==> src/rtl/gpio_in_conditioner_if.sv <==
// gpio_in_conditioner_if: pin/enable/clear inputs (master drives) and debounced data, sticky status, interrupt (slave drives)
interface gpio_in_conditioner_if #(parameter int WIDTH = 8);
  logic [WIDTH-1:0] gpio_data_in, rise_en, fall_en, int_clear, data_stable, int_status;
  logic interrupt;
  modport master(output gpio_data_in, rise_en, fall_en, int_clear, input data_stable, int_status, interrupt);
  modport slave(input gpio_data_in, rise_en, fall_en, int_clear, output data_stable, int_status, interrupt);
endinterface

==> src/rtl/gpio_in_conditioner.sv <==
// gpio_in_conditioner: per-bit sync+debounce of bus.gpio_data_in, edge-to-sticky status (bus.int_status, W1C bus.int_clear), bus.interrupt = |status; clk, async active-high reset
module gpio_in_conditioner #(
  parameter int WIDTH = 8,
  parameter int DEBOUNCE_CYCLES = 16
) (
  input logic clk,
  input logic reset,
  gpio_in_conditioner_if.slave bus
);
  localparam int CW = DEBOUNCE_CYCLES > 1 ? $clog2(DEBOUNCE_CYCLES) : 1;
  localparam logic [CW-1:0] LAST = CW'(DEBOUNCE_CYCLES - 1);
  logic [WIDTH-1:0] sync1, sync2, stable, status, upd, set;
  logic [CW-1:0] cnt [WIDTH];
  always_comb begin
    for (int i = 0; i < WIDTH; i++) upd[i] = (sync2[i] != stable[i]) && (cnt[i] == LAST);
    set = upd & ((sync2 & bus.rise_en) | (~sync2 & bus.fall_en));
  end
  always_ff @(posedge clk or posedge reset) begin
    if (reset) begin
      sync1 <= '0;
      sync2 <= '0;
      stable <= '0;
      status <= '0;
      for (int i = 0; i < WIDTH; i++) cnt[i] <= '0;
    end else begin
      sync1 <= bus.gpio_data_in;
      sync2 <= sync1;
      stable <= stable ^ upd;
      status <= set | (status & ~bus.int_clear);
      for (int i = 0; i < WIDTH; i++) cnt[i] <= (sync2[i] == stable[i] || upd[i]) ? '0 : cnt[i] + 1'b1;
    end
  end
  assign bus.data_stable = stable;
  assign bus.int_status = status;
  assign bus.interrupt = |status;
endmodule

==> src/flat_wrapper.sv <==
// flat-port wrapper written by rule: the top's interface ports become plain ports
module gpio_in_conditioner_flat 
#(
  parameter int WIDTH = 8,
  parameter int DEBOUNCE_CYCLES = 16
)
  (clk, reset, bus_gpio_data_in, bus_rise_en, bus_fall_en, bus_int_clear, bus_data_stable, bus_int_status, bus_interrupt);
  gpio_in_conditioner_if #(.WIDTH(WIDTH)) bus_i ();
  input logic clk;
  input logic reset;
  input wire logic [$bits(bus_i.gpio_data_in)-1:0] bus_gpio_data_in;
  input wire logic [$bits(bus_i.rise_en)-1:0] bus_rise_en;
  input wire logic [$bits(bus_i.fall_en)-1:0] bus_fall_en;
  input wire logic [$bits(bus_i.int_clear)-1:0] bus_int_clear;
  output wire logic [$bits(bus_i.data_stable)-1:0] bus_data_stable;
  output wire logic [$bits(bus_i.int_status)-1:0] bus_int_status;
  output wire logic [$bits(bus_i.interrupt)-1:0] bus_interrupt;
  assign bus_i.gpio_data_in = bus_gpio_data_in;
  assign bus_i.rise_en = bus_rise_en;
  assign bus_i.fall_en = bus_fall_en;
  assign bus_i.int_clear = bus_int_clear;
  assign bus_data_stable = bus_i.data_stable;
  assign bus_int_status = bus_i.int_status;
  assign bus_interrupt = bus_i.interrupt;
  gpio_in_conditioner #(.WIDTH(WIDTH), .DEBOUNCE_CYCLES(DEBOUNCE_CYCLES)) u_core (.clk(clk), .reset(reset), .bus(bus_i));
endmodule
==> config.mk <==
export PLATFORM = sky130hd
export DESIGN_NAME = gpio_in_conditioner_flat
export DESIGN_NICKNAME = d
export VERILOG_FILES = /design/src/rtl/gpio_in_conditioner_if.sv /design/src/rtl/gpio_in_conditioner.sv /design/src/flat_wrapper.sv
export SDC_FILE = /design/constraint.sdc
export NUM_CORES = 1
export LEC_CHECK = 0
export BUFFER_PORTS_ARGS = -buffer_cell sky130_fd_sc_hd__buf_2
export CORE_MARGIN = 2
export CORE_UTILIZATION = 49
export DETAILED_ROUTE_END_ITERATION = 7
export GPL_ROUTABILITY_DRIVEN = 0
export GPL_TIMING_DRIVEN = 0
export PLACE_DENSITY = 0.84
export SYNTH_ARGS = -nofsm -noshare
export SYNTH_HDL_FRONTEND = slang
export SYNTH_SLANG_ARGS = --single-unit
==> constraint.sdc <==
create_clock -name clk -period 2 [get_ports clk]
set_clock_uncertainty 0.2 [all_clocks]
set_input_delay 0.2 -clock clk [delete_from_list [all_inputs] [get_ports clk]]
set_output_delay 0.2 -clock clk [all_outputs]
set_load 0.02 [all_outputs]
# Word-level counts from Yosys, hierarchy flattened
# Index checks and enable logic that the tools add are counted.
[totals] register_bits=64 input_bits=34 wordCells=78
[classes] addsub=8 eq_ne=24 mux=8 bitwise=9 reduce_logical=17
[op_table] op="4-bit by 1-bit adder with 4-bit output, second input constant" count=8
[op_table] op="8-bit AND" count=4
[op_table] op="4-bit equality test, second input constant" count=8
[op_table] op="4-bit two-way mux" count=8
[op_table] op="8-bit inverter" count=2
[op_table] op="8-bit OR" count=2
[op_table] op="1-bit equality test" count=8
[op_table] op="1-bit logical AND" count=8
[op_table] op="1-bit logical OR" count=8
[op_table] op="1-bit inequality test" count=8
[op_table] op="8-bit OR reduction" count=1
[op_table] op="8-bit XOR" count=1

# Longest topological paths before layout
[depth] ltp_word=5 depth_mapped=4 mapped_depth_nobuf=4

# Worst setup path before layout
# OpenSTA, ideal clock, no wires.
[synth_path] kind="reg-to-reg" from="register u_core.cnt[28] in the netlist's numbering" to="register (tool-made name)" arrival_time_ps=1028 t_required_ps=1675 setup_slack_ps=647 path_stages_with_launch=4 period_less_slack_ps=1353 path_cell_list="dfrtp_1 -> ha_1 -> nand3_1 -> mux2_2"
[synth_rtl] item="from (decl)" line_no="gpio_in_conditioner.sv:13" source="logic [CW-1:0] cnt [WIDTH];"

# Final worst setup path
[layout_path] from="register u_core.status[2] (netlist: u_core.bus.int_status[2])" to="output bus_interrupt"
[layout_via] elab_chain_len=1
[layout_rtl] item="from (decl)" line_no="gpio_in_conditioner.sv:12" source="logic [WIDTH-1:0] sync1, sync2, stable, status, upd, set;"
[layout_rtl] item="from (signal assigned)" line_no="gpio_in_conditioner.sv:29" source="status <= set | (status & ~bus.int_clear);"
[layout_rtl] item="8-bit OR reduction" line_no="gpio_in_conditioner.sv:35" source="assign bus.interrupt = |status;"
[layout_rtl] item="to (decl)" line_no="flat_wrapper.sv:17" source="output wire logic [$bits(bus_i.interrupt)-1:0] bus_interrupt;"
# No other way between the ends.

==> metrics.cfg <==
[yosys]
avgSynthCellArea_um2 = 12.0
synth_edf_count = 0
synth_top_area_share_pct = 62.8
synth.most_common_cell = dfrtp_1
synth_top_area_cell = dfrtp_1
synth_top_cells_by_count = dfrtp_1, nor2_1, inv_1, nand3_1, xnor2_1
yosys_warnings = 0
syn_area_mm2 = 0.00255
ys_ff_latch = 64
synth_nets = 254
syn_inst = 212
ys.flop_type = dfrtp_1
postSynth.asyncResetShare_pct = 100
yosysUniqueCellTypes = 15
synth.area.top_cells = dfrtp_1, xnor2_1, nor2_1, ha_1, mux2_2
synth_seq_area_share_pct = 62.8

[critical_path]
path_max_fanout = 3
cp.arrival_ns = 1.42
reg2regPathDepth = 4
worst-setup-path-type = reg -> out
rr_startpoint = u_core.cnt[12]
reg2reg_to = u_core.bus.int_status[4]
crit_required_ns = 1.60
rrSetupSlack_ns = 0.24
cp-end-kind = output pin
critPathLaunchType = register

[timing]
setup_viol = 0
fin_setup_tns_ns = 0
min_period_ns = 1.82
tightest_slew_ns = 0.600
rsz0062_at_grt = false
slew_headroom_pct = 60.0
clock.fmax_ghz = 0.550
hold_viol = 0
period_share_pct = 90.9
slew_violations = 0

[routing]
drt-pass1-iter-count = 4
drc_errors = 0
routed_wl_mm = 4.55
first_iter_violations = 72
wl_per_cell_um = 12.3
drt-vias-per-instance = 4.82
vias = 1784
antenna_left = 0

[clock_tree]
clock_sinks = 64
clkTransAtPathRegs_ns = 0.07
clockBufferDepth = 2
clk_latency_ns = 0.34
cts_tree = yes
h-tree-depth = 3
cts_root_buffer = clkbuf_8
numCtsBuffers = 9

[hold_path]
min-delay-start = bus_rise_en[5]
holdPathStages = 4
min_to = u_core.bus.int_status[5]
hold_path_class = in -> reg

[grt]
grt_pass1_wl_mm = 8.07
antenna_found_initial = 0
grt_overflow_total = 0
grt_max_degree = 37
track_usage_pct = 17.8
grt_pass1_vias = 1879

[cells_and_area]
multiInputGateArea_um2 = 891
fillers = 407
syn2layout_area_growth_pct = 30.3
regArea_mm2 = 0.00160
final_core_util_pct = 65.5
drive_above_1_share_pct = 25.3
n_antenna_cell = 0
finalNetCount = 337

[die]
rows = 26
die-area_mm2 = 0.00580
ios = 51
core_area_mm2 = 0.00507
fp.dieH_um = 76.1
start_util_pct = 50.2
die_w_um = 76.1

[power_and_ir_drop]
vdd_ir_drop_max_v = 0.000496
finalPower_w = 0.00267
power_density_mw_per_mm2 = 804
p_leak_nw = 1.63

[run_status]
status = finished clean

[flow_run]
drv_cap = 0

[placement]
dpl.hpwl_mm = 3.03
io_buffers = 50

## per-layer routing
| layer | part of all wire, % | track usage [%] |
|---|---|---|
| met1 | 45 | 21.7 |
| met2 | 47 | 28.6 |
| met3 | 5.2 | 4.38 |
| met4 | 2.7 | 10.9 |
| met5 | 0 | 0 |
## critical path, cell delays in order (launching register included)
cell     delay, ns
dfrtp_1       0.40
nor4_2        0.41
nand2_1       0.09
buf_2         0.17
## cell usage in the layout, fill, tap and decap left out, drive strengths merged
cell	n
a31o	7
buf	51
bufinv	1
clkbuf	11
clkinv	3
clkinvlp	1
dfrtp	64
dlygate4sd3	21
ha	8
inv	17
mux2	8
nand2	9
nand2b	1
nand3	16
nand3b	8
nor2	32
nor4	2
o21a	8
o22ai	8
xnor2	16
xor2	8
## logic make-up after synthesis
group                    synth area share [%]
AO/OA/AOI/OAI                            6.72
XOR/XNOR                                 8.24
adder cells (fa/ha/maj)                  3.93
buffers and inverters                    2.50
flip-flops                               62.8
multiplexers                             3.53
AND/OR/NAND/NOR                          12.3
## worst max path at each step
stage                             start              end
2_1_floorplan                     reset        async pin
3_3_place_gp                      reset  u_core.sync1[3]
3_5_place_dp   u_core.bus.int_status[2]    bus_interrupt
4_1_cts        u_core.bus.int_status[2]    bus_interrupt
5_1_grt        u_core.bus.int_status[2]    bus_interrupt
6_report       u_core.bus.int_status[2]    bus_interrupt
## repair_timing
action,in CTS,in global routing
setup buffers,0,0
endpoints found under the hold margin,44,0
resized for setup,0,1
hold buffers,21,0
setup endpoints to repair,0,1
## metrics by stage
stage	hold slack, ns	area, um^2	setup slack, ns	std cells
after floorplan	0.0314	2550	0.00190	212
after global placement	0.109	2890	-0.718	332
after detailed placement	0.110	2910	0.446	333
after CTS	0.00502	3320	0.0598	370
after global routing	0.0406	3320	0.0819	370
final	0.0181	3320	0.182	370
## where the power goes
group	leakage (nW)	switching, W	internal (W)
logic	0.693	0.0000883	0.000104
clock network	0.0993	0.000477	0.000607
registers	0.837	0.0000436	0.00135
## layout make-up
type,instances,share of cell area (%)
sequential,64,48.2
clock buffer,11,4.26
clock inverter,5,1.69
multi-input combinational,131,26.8
inverter,17,1.92
tap,70,2.64
timing repair buffer,72,14.5
(Power assumes the default switching activity.)
